==> config.mk <==
export PLATFORM = sky130hd
export DESIGN_NAME = tdc_packetizer
export DESIGN_NICKNAME = d
export VERILOG_FILES = /design/src/rtl/tdc_packetizer.sv
export SDC_FILE = /design/constraint.sdc
export NUM_CORES = 1
export LEC_CHECK = 0
export BUFFER_PORTS_ARGS = -buffer_cell sky130_fd_sc_hd__buf_2
export CAP_MARGIN = 10
export CORE_MARGIN = 1
export CORE_UTILIZATION = 45
export DETAILED_ROUTE_END_ITERATION = 16
export GPL_TIMING_DRIVEN = 0
export PLACE_DENSITY = 0.58
export REMOVE_ABC_BUFFERS = 1
export SLEW_MARGIN = 20
export SYNTH_ARGS = -nofsm -noshare
export SYNTH_HDL_FRONTEND = slang
export SYNTH_SLANG_ARGS = --single-unit
==> constraint.sdc <==
create_clock -name pll_clk -period 5.4 [get_ports pll_clk]
set_input_delay 0.81 -clock pll_clk [delete_from_list [all_inputs] [get_ports pll_clk]]
set_output_delay 0.81 -clock pll_clk [all_outputs]
set_load 0.005 [all_outputs]
==> src/rtl/tdc_packetizer.sv <==
// Buffers 37-bit TDC timestamps in a small FIFO and frames each one as a 7-byte
// packet (sync, flags + 5 timestamp bytes, XOR checksum) on a valid/ready byte stream.
module tdc_packetizer #(
  parameter int         FIFO_DEPTH = 8,
  parameter logic [7:0] SYNC_BYTE  = 8'hA5,
  parameter int         DROP_W     = 16
) (
  input  logic                          pll_clk,
  input  logic                          rst,
  input  logic [36:0]                   time_in,
  input  logic                          time_dval,
  output logic [7:0]                    tx_data,
  output logic                          tx_valid,
  input  logic                          tx_ready,
  output logic [$clog2(FIFO_DEPTH):0]   fifo_level,
  output logic [DROP_W-1:0]             drop_cnt,
  output logic                          busy
);
  localparam int AW = $clog2(FIFO_DEPTH);
  localparam int LW = AW + 1;

  // Handshake: a byte moves on a pll_clk edge where tx_valid & tx_ready. Once tx_valid
  // rises it stays high until the checksum byte moves, tx_data is held while stalled,
  // and tx_ready is a don't-care whenever tx_valid is low.

  typedef enum logic [1:0] {
    IDLE = 2'd0,
    LOAD = 2'd1,
    SEND = 2'd2
  } state_t;

  state_t state, state_nxt;

  logic [36:0]   mem [FIFO_DEPTH];
  logic [AW-1:0] wr_ptr, rd_ptr;
  logic [LW-1:0] level;
  logic          ovf;
  logic [39:0]   shreg;
  logic [7:0]    chk;
  logic [2:0]    idx;

  logic full, pop, push, drop, accept, last;

  assign full   = (level == LW'(FIFO_DEPTH));
  assign pop    = (state == IDLE) && (level != '0);
  assign push   = time_dval && (!full || pop);
  assign drop   = time_dval && full && !pop;
  assign accept = tx_valid && tx_ready;
  assign last   = (idx == 3'd6);

  assign fifo_level = level;
  assign tx_valid   = (state == SEND);
  assign busy       = (state != IDLE);

  // Storage needs no reset: only entries counted by level are ever read.
  always_ff @(posedge pll_clk) begin
    if (push) mem[wr_ptr] <= time_in;
  end

  always_ff @(posedge pll_clk or negedge rst) begin
    if (!rst) begin
      wr_ptr   <= '0;
      rd_ptr   <= '0;
      level    <= '0;
      drop_cnt <= '0;
      ovf      <= 1'b0;
    end else begin
      if (push) wr_ptr <= wr_ptr + 1'b1;
      if (pop)  rd_ptr <= rd_ptr + 1'b1;
      if (push && !pop)      level <= level + 1'b1;
      else if (pop && !push) level <= level - 1'b1;
      if (drop && (drop_cnt != '1)) drop_cnt <= drop_cnt + 1'b1;
      // A drop on the latching edge wins so the loss is flagged in the next packet.
      if (drop)     ovf <= 1'b1;
      else if (pop) ovf <= 1'b0;
    end
  end

  always_ff @(posedge pll_clk or negedge rst) begin
    if (!rst) state <= IDLE;
    else      state <= state_nxt;
  end

  always_comb begin
    state_nxt = state;
    case (state)
      IDLE:    if (level != '0) state_nxt = LOAD;
      LOAD:    state_nxt = SEND;
      SEND:    if (accept && last) state_nxt = IDLE;
      default: state_nxt = IDLE;
    endcase
  end

  // shreg[39:32] always holds the next data byte; it advances once bytes 1..5 go out.
  always_ff @(posedge pll_clk or negedge rst) begin
    if (!rst) begin
      shreg <= '0;
      chk   <= '0;
      idx   <= '0;
    end else begin
      if (pop) shreg <= {ovf, 2'b00, mem[rd_ptr]};
      if (state == LOAD) begin
        chk <= shreg[39:32] ^ shreg[31:24] ^ shreg[23:16] ^ shreg[15:8] ^ shreg[7:0];
        idx <= 3'd0;
      end else if ((state == SEND) && accept) begin
        idx <= idx + 3'd1;
        if (idx != 3'd0) shreg <= {shreg[31:0], 8'h00};
      end
    end
  end

  always_comb begin
    tx_data = '0;
    if (state == SEND) begin
      case (idx)
        3'd0:    tx_data = SYNC_BYTE;
        3'd6:    tx_data = chk;
        default: tx_data = shreg[39:32];
      endcase
    end
  end

endmodule

# After elaboration in Yosys (flattened, before gate mapping)
# Memory sizes are Yosys's and may differ from the RTL's.
# Cells that the tools add are included.
# word_totals
out_inout_bits	30
inputBits	41
ff_bits	80
n_memories	1
wordCells	67
ramBits	296
# mem_list
name	words	word_bits	rd	rd_clocked_by_memory_dff	wr	line	source
mem	8	37	1	0	1	34	logic [36:0] mem [FIFO_DEPTH];
# classes
add_sub_neg	6
mux	17
n_eq_ne	7
reduce_logical	23
bitwise_logic	4
# ops
cell	count
40-bit two-way mux	4
8-bit bitwise XOR	4
16-bit by 1-bit adder with 16-bit output, second input constant	1
16-bit != test, second input constant	1
8-bit case mux with 2 select lines	1
1-bit logical AND	10
3-bit by 1-bit adder with 3-bit output, second input constant	3
4-bit two-way mux	2
8-bit two-way mux	1
2-bit nonzero test	4
3-bit two-way mux	2
2-bit case mux with 3 select lines	1
4-bit by 1-bit adder with 4-bit output, second input constant	1
4-bit == test, second input constant	1
1-bit two-way mux	4
2-bit two-way mux	2
2-bit by 1-bit != test with 1-bit output, second input constant	2
4-bit nonzero test	1
4-bit by 1-bit subtractor with 4-bit output, second input constant	1
3-bit == test, second input constant	1
1-bit zero test	3
3-bit zero test	1
3-bit nonzero test	1
2-bit by 1-bit == test with 1-bit output, second input constant	1
4 further kinds	4

# Depth between registers and ports, before layout
# Gate-level depths: netlist of the first run.
# depth
word_depth	8
depth_mapped	11
ltp_nobuf	10

# Worst setup path after synthesis of the first run
# No wires, ideal clock.
# synth_timing
path_type	input to register
start	input time_dval
end	memory mem[0][0] (enable)
arrival_ns	3.693
setup_slack_ns	1.230
setup_ns	0.477
cell_stages	3
required_ns	4.923
n_path_buf	0
path_cell_list	o21a_1 > nand2b_1 > nor3_1
# synth_via
elab_chain_len	3
# synth_lines
element	line	source
start, declared	11	input logic time_dval,
1-bit logical AND	46	assign push = time_dval && (!full || pop);
1-bit two-way mux	57	if (push) mem[wr_ptr] <= time_in;
1-bit two-way mux (implied by the code)	57	
end, declared	34	
# No other way between the ends.

# Final worst setup path of the first run
# layout_timing
start	register level[0] (netlist: fifo_level[0])
end	register level[3] (netlist: fifo_level[3])
# layout_via
elab_chain_len	7
word_cells_on_any_way	15
cone_classes	add/sub (2); eq/ne (1); mux (2); reduce/logical (10)
# layout_lines
element	line	source
start, declared	36	logic [LW-1:0] level;
start signal, assigned	70	if (push && !pop) level <= level + 1'b1;
start signal, assigned	71	else if (pop && !push) level <= level - 1'b1;
parallel branches: the longest is 7 deep, another holds 4-bit by 1-bit subtractor with 4-bit output	n/a	
# Parallel ways; which one is timed is not known. The select of a mux whose other input is x is not followed.
# A chain may end at the register's enable or synchronous reset.

==> impl_metrics.ini, run 1 <==
[logic_synthesis]
synth_top_area_cell = edfxtp_1
synthAdderAreaFrac_pct = 0.865
syn_avg_cell_area_sq_um = 17.3
synth-edff-count = 296
syn-cell-area_sq_mm = 0.0153
synthSimpleGateAreaFrac_pct = 4.81
synthMuxAreaShare_pct = 12.4
synth_ff_type = edfxtp_1
ys_async_sr_fraction_pct = 21.3
synth_cell_types = 49
ys_warn_count = 0
yosysTopAreaCellShare_pct = 57.9
synth_cells = 886
synth_top_family_by_area = multiplexers
synth_area_leaders = edfxtp_1 (58%), dfrtp_1 (13%), mux4_2 (11%)
synthXorXnorAreaFrac_pct = 3.03
synth_compound_area_share_pct = 6.18
synth-seq-cells = 376
ys_seq_area_share_pct = 71.0

[route]
drt-met1-wl_um = 14400
remaining_drc_errors = 0
wl_per_cell_um = 21.4
maxUsedRoutingLayer = met5
drt_pass1_iterations = 5
wl_met3_um = 1300
avgViaCountPerCell = 5.52
vias = 8058
drt_iter0_drc = 478
drtAntennaViolNets = 0
route.met2.wl_um = 14900
routed_wl_um = 31200

[pwr]
p_leak_nw = 6.30
cellPowerDensity_mw_per_mm2 = 562
ir_drop_v = 0.000286

[grt]
grt_max_degree = 54
grt_pass1_wl_um = 49700
grtUsageTotal_pct = 18.6
grt.overflow.total = 0
grt_pass1_vias = 8382
grt_antenna_before_repair = 3

[placement]
place_hpwl_um = 19600
portBuffers = 70
placedCellCount = 1388
place.gp.congestion = 0.736

[worst_setup_path]
crit_arrival_ps = 4240
crit_path_frequent_cell = ha_1
r2r_cells = 11
cp-end-kind = flop
critPathRequiredTime_ps = 5830
path_class = reg -> reg
start_kind = flop
cpPeakStageDelay_ps = 740
crit_path_top_delay_cell = inv_2
crit_path_cell_trace = or3_1, o21a_2, buf_16, inv_2, ha_1, inv_1, ha_1, a21o_1, a21oi_1, mux2i_1, xnor2_1
path_max_fanout = 36

[floorplan]
dieArea_sq_mm = 0.0348
core_sq_mm = 0.0335
die_y_um = 187
start_util_pct = 45.7
rows = 67
ios = 71
die_w_um = 187

[cts]
cts.clk_slew.worst_paths_ps = 70
hold_buffers = 0
cts_htree_levels = 2
clk_path_buf_depth = 3
cts_setup_buffers = 0
tritoncts = built
post_cts_resized = 0
root_buffer = clkbuf_16
numCtsBuffers = 39
clk_latency_ps = 530
cts.sink_count = 376

[min_path]
hp-class = in -> async

[timing]
fin_tns_setup_ps = 0
max_slew_margin_pct = 32.3
maxSlewViolCount = 0
finalSetupViolCount = 0
clock.fmax_ghz = 0.263
finClkSkew_ps = 19.4
tightest_slew_ps = 1010
fin_crit_sh_pct = 70.5
rsz0062_at_grt = no
finalHoldViolCount = 0
finalCriticalPeriod_ps = 3810

[final_layout]
antennaDiodeCount = 0
area_delta_synth_final_pct = 17.7
final_cells = 1459
drive_gt1_share_pct = 27.3
layout_common_cells = edfxtp_1 (296), dfrtp_1 (77), mux4_2 (74)
layout_commonest_cell = edfxtp_1
final_nets = 1032

[run_status]
outcome = complete, no violations

[flow_run]
maxCapViolCount = 0
==> synth_stat cells, types with 2 or more instances <==
master and number:
edfxtp_1 296, nand2b_1 5, clkbuf_1 26, nor4_1 2
a211oi_1 25, nand2_1 60, o211ai_1 2, mux2_2 8
ha_1 9, o21ai_0 51, o21a_1 2, nor3_1 6
a22o_1 2, o31ai_1 4, a211oi_2 10, dfrtp_1 80
nor2_1 15, buf_1 3, mux2i_1 13, nand4_1 3
a21oi_1 17, buf_2 10, nor3b_1 4, buf_4 7
and2_1 2, mux4_2 74, inv_1 7, xor2_1 22
nor2b_1 29, o21ai_1 29, nand3_1 11, or3_1 2
buf_6 2, xnor2_1 31, and3_1 3
==> logic make-up after synthesis <==
logic type	Yosys count
buffers and inverters	56
AO/OA/AOI/OAI	150
flip-flops	376
AND/OR/NAND/NOR	145
XOR/XNOR	53
multiplexers	96
adder cells (fa/ha/maj)	10
==> report_power, final <==
part	internal [mW]	switching (mW)	leakage [nW]
logic	1.54	1.59	1.98
registers	3.75	0.472	3.66
clock network	1.71	1.09	0.659
==> routing by layer <==
metal | vias up | GRT usage, %
met5 | - | 0
met4 | 6 | 5.11
met1 | 4173 | 26.3
met2 | 172 | 30.2
met3 | 55 | 3.10
li1 | 3652 | -
==> worst max-delay path, delay by kind of cell (launching register included) <==
family                   cells  cell delay, ps
flip-flops                   1             460
buffers and inverters        3            1080
AO/OA/AOI/OAI                3             730
adder cells (fa/ha/maj)      2             580
multiplexers                 1             240
AND/OR/NAND/NOR              1             440
XOR/XNOR                     1             150
==> cell type report <==
type                            instances  area (sq um)
Clock inverter                         25           324
Tap cell                              448           561
Multi-Input combinational cell        454          4250
Inverter                                8          30.0
Clock buffer                           46          1030
Timing Repair Buffer                  102           963
Fill cell                            2669         15500
Sequential cell                       376         10900
==> state kept, by name, indices dropped and copies added (netlist names) <==
signal      count
ovf             1
idx             3
drop_cnt       16
shreg          40
chk             8
fifo_level      4
mem           296
wr_ptr          3
rd_ptr          3
state           2
==> metrics by stage <==
step	power (mW)	setup slack, ps	utilization, %	hold slack (ps)	area, sq um
final	10.2	1590	53.9	268	18100
after global routing	10.7	1360	53.9	309	18100
after CTS	10.3	1570	53.9	274	18100
after detailed placement	7.48	1580	49.8	470	16700
after global placement	7.35	-2320	47.8	456	16000
after floorplan	6.37	1170	-	444	15100
==> final timing paths <==
path / from / to / slack, ps
setup / recovery: fifo_level[0]$_DFFE_PN0P_ / fifo_level[3]$_DFFE_PN0P_ / 1590
max in group asynchronous: rst / rd_ptr[1]$_DFFE_PN0N_ / 4490
hold reg to reg: chk[6]$_DFFE_PN0P_ / chk[6]$_DFFE_PN0P_ / 480
setup reg to reg: fifo_level[0]$_DFFE_PN0P_ / fifo_level[3]$_DFFE_PN0P_ / 1590
min in group pll_clk: chk[6]$_DFFE_PN0P_ / chk[6]$_DFFE_PN0P_ / 480
hold / removal: rst / drop_cnt[15]$_DFFE_PN0P_ / 270
(Power assumes the default switching activity.)
==> run 2: changes to the inputs <==
- ABC_AREA: not set -> 1
- clock period: 5.4 -> 3.7 ns (I/O delays scaled with it)
==> run 2 against run 1 <==
  * Combinational power rose by 75%
  * Die area is 9.4% higher
  * Via count grew 40%
  * Sequential cell count unchanged
  * Utilization is 1.3 points lower
  * Worst setup slack lost 1100 ps
  * Critical path depth decreased by 2
  * Global-route usage is 2.1 points higher
  * First-iteration DRC count up 30%
==> impl_metrics.ini, run 2 <==
[final_layout]
layout_common_cells = nand2_1 (385), edfxtp_1 (296), inv_1 (246)
final_cells = 2241
layout_commonest_cell = nand2_1
largest_register_ffs = 296
reg_top3 = mem x296, shreg x40, drop_cnt x16
final_nets = 1792
area_delta_synth_final_pct = 14.9
antennaDiodeCount = 0
drive_gt1_share_pct = 12.0
regMostFlops = mem
final_util_pct = 52.6

[timing]
rsz0062_at_grt = no
maxSlewViolCount = 0
fin_crit_sh_pct = 86.3
clock.fmax_ghz = 0.313
finClkSkew_ps = 16.2
finalHoldViolCount = 0
finalSetupViolCount = 0
tightest_slew_ps = 908
finalCriticalPeriod_ps = 3190
max_slew_margin_pct = 39.3
hold-worst-slack_ps = 18.7

[worst_setup_path]
reg2reg_from = fifo_level[0]$_DFFE_PN0P_
reg2reg_slack_ps = 930
crit_path_frequent_cell = inv_1
crit_end = tx_data[0]
timing.rr.end = fifo_level[3]$_DFFE_PN0P_
r2r_cells = 14
start_kind = flop
crit_path_cell_trace = inv_1, ha_1, nand2_1, clkinv_1, nor2_1, inv_1, o21ai_0, a21oi_1, buf_2
critPathRequiredTime_ps = 3140
path_max_fanout = 9
cpPeakStageDelay_ps = 500
path_class = reg -> out
cp-end-kind = output pin
crit_arrival_ps = 2640
startpoint = idx[0]$_DFFE_PN0P_
crit_path_top_delay_cell = nor2_1

[grt]
grt_pass1_wl_um = 60800
grtUsageTotal_pct = 20.7
grt_pass1_vias = 10992
grt_max_degree = 87
grt_antenna_before_repair = 1
grt.overflow.total = 0

[floorplan]
start_util_pct = 45.8
core_sq_mm = 0.0367
dieArea_sq_mm = 0.0381
die_y_um = 195
ios = 71
die_w_um = 195
rows = 70

[logic_synthesis]
synth_cells = 1679
yosys-top-cells-count = nand2_1 (386), edfxtp_1 (296), inv_1 (247), nand3_1 (215), nor2_1 (143)
syn-cell-area_sq_mm = 0.0168
syn_avg_cell_area_sq_um = 10.0
synth_top_area_cell = edfxtp_1
synth-edff-count = 296
synth_cell_types = 32
synth-seq-cells = 376
yosysTopAreaCellShare_pct = 52.9
ys_warn_count = 0
ys_async_sr_fraction_pct = 21.3
synth_area_leaders = edfxtp_1 (53%), dfrtp_1 (12%), nand2_1 (8.6%)
ys_seq_area_share_pct = 64.8
yosysMostFrequentCell = nand2_1
synth_ff_type = edfxtp_1

[cts]
hold_buffers = 0
post_cts_resized = 0
cts_setup_buffers = 0
root_buffer = clkbuf_16
cts_htree_levels = 2
clk_path_buf_depth = 3
tritoncts = built
cts.clk_slew.worst_paths_ps = 60
cts.sink_count = 376
numCtsBuffers = 41
clk_latency_ps = 540

[pwr]
ir_drop_v = 0.000443
p_leak_nw = 8.23
cellPowerDensity_mw_per_mm2 = 802

[route]
avgViaCountPerCell = 5.04
drtAntennaViolNets = 0
drt_iter0_drc = 622
vias = 11296
drt_pass1_iterations = 5
routed_wl_um = 38100
remaining_drc_errors = 0
wl_per_cell_um = 17.0

[placement]
portBuffers = 70
placedCellCount = 2166
place_hpwl_um = 23000
place.gp.congestion = 0.777

[run_status]
outcome = complete, no violations

[flow_run]
maxCapViolCount = 0

[min_path]
hp-class = in -> async
## run 2: where the power goes
group | switching (mW) | internal [mW] | leakage (nW)
combinational | 3.51 | 1.98 | 3.91
clock | 1.62 | 2.33 | 0.633
sequential | 0.590 | 5.45 | 3.68
total | 5.72 | 9.76 | 8.23
## run 2: logic make-up after synthesis
logic type	after synthesis	synth area share [%]
AO/OA/AOI/OAI	138	4.45
XOR/XNOR	34	1.77
adder cells (fa/ha/maj)	10	0.790
buffers and inverters	330	8.02
flip-flops	376	64.8
AND/OR/NAND/NOR	791	20.1
## run 2: worst min-delay path by stage
stage	start	endpoint	slack, ps	cells past startpoint
2_1_floorplan	rst	chk[0]$_DFFE_PN0P_	260	0
3_3_place_gp	chk[4]$_DFFE_PN0P_	chk[4]$_DFFE_PN0P_	460	2
3_5_place_dp	chk[3]$_DFFE_PN0P_	chk[3]$_DFFE_PN0P_	470	2
4_1_cts	rst	drop_cnt[5]$_DFFE_PN0P_	20	1
5_1_grt	rst	drop_cnt[1]$_DFFE_PN0P_	50	1
6_report	rst	drop_cnt[5]$_DFFE_PN0P_	20	1
## run 2: stage by stage
stage	area, sq um	power, mW	TNS, ps	setup slack [ps]
floorplan	16400	9.57	-61540	-1680
global placement	17300	11.1	-620260	-6320
detailed placement	18000	11.7	0	920
CTS	19300	15.6	0	466
global route	19300	16.5	0	317
finish	19300	15.5	0	508
## run 2: metal layers
metal,track usage (%),vias to the layer above,wire length (um)
met5,0,-,10
met4,5.51,2,809
met3,3.13,61,1550
met2,35.3,197,18300
met1,27.6,5447,17500
li1,-,5589,-
## run 2: worst max-delay path: cells and delay by family (launching register included)
| kind | cells | cell delay, ps |
|---|---|---|
| buffers and inverters | 4 | 700 |
| AND/OR/NAND/NOR | 2 | 580 |
| flip-flops | 1 | 350 |
| AO/OA/AOI/OAI | 2 | 300 |
| adder cells (fa/ha/maj) | 1 | 190 |
## run 2: area by class of cell
| type | instances | area [sq um] |
|---|---|---|
| clock buffer | 51 | 1110 |
| clock inverter | 24 | 190 |
| timing repair buffer | 94 | 931 |
| fill | 3169 | 17400 |
| inverter | 255 | 967 |
| sequential | 376 | 10900 |
| multi-input combinational | 973 | 4620 |
| tap | 468 | 586 |
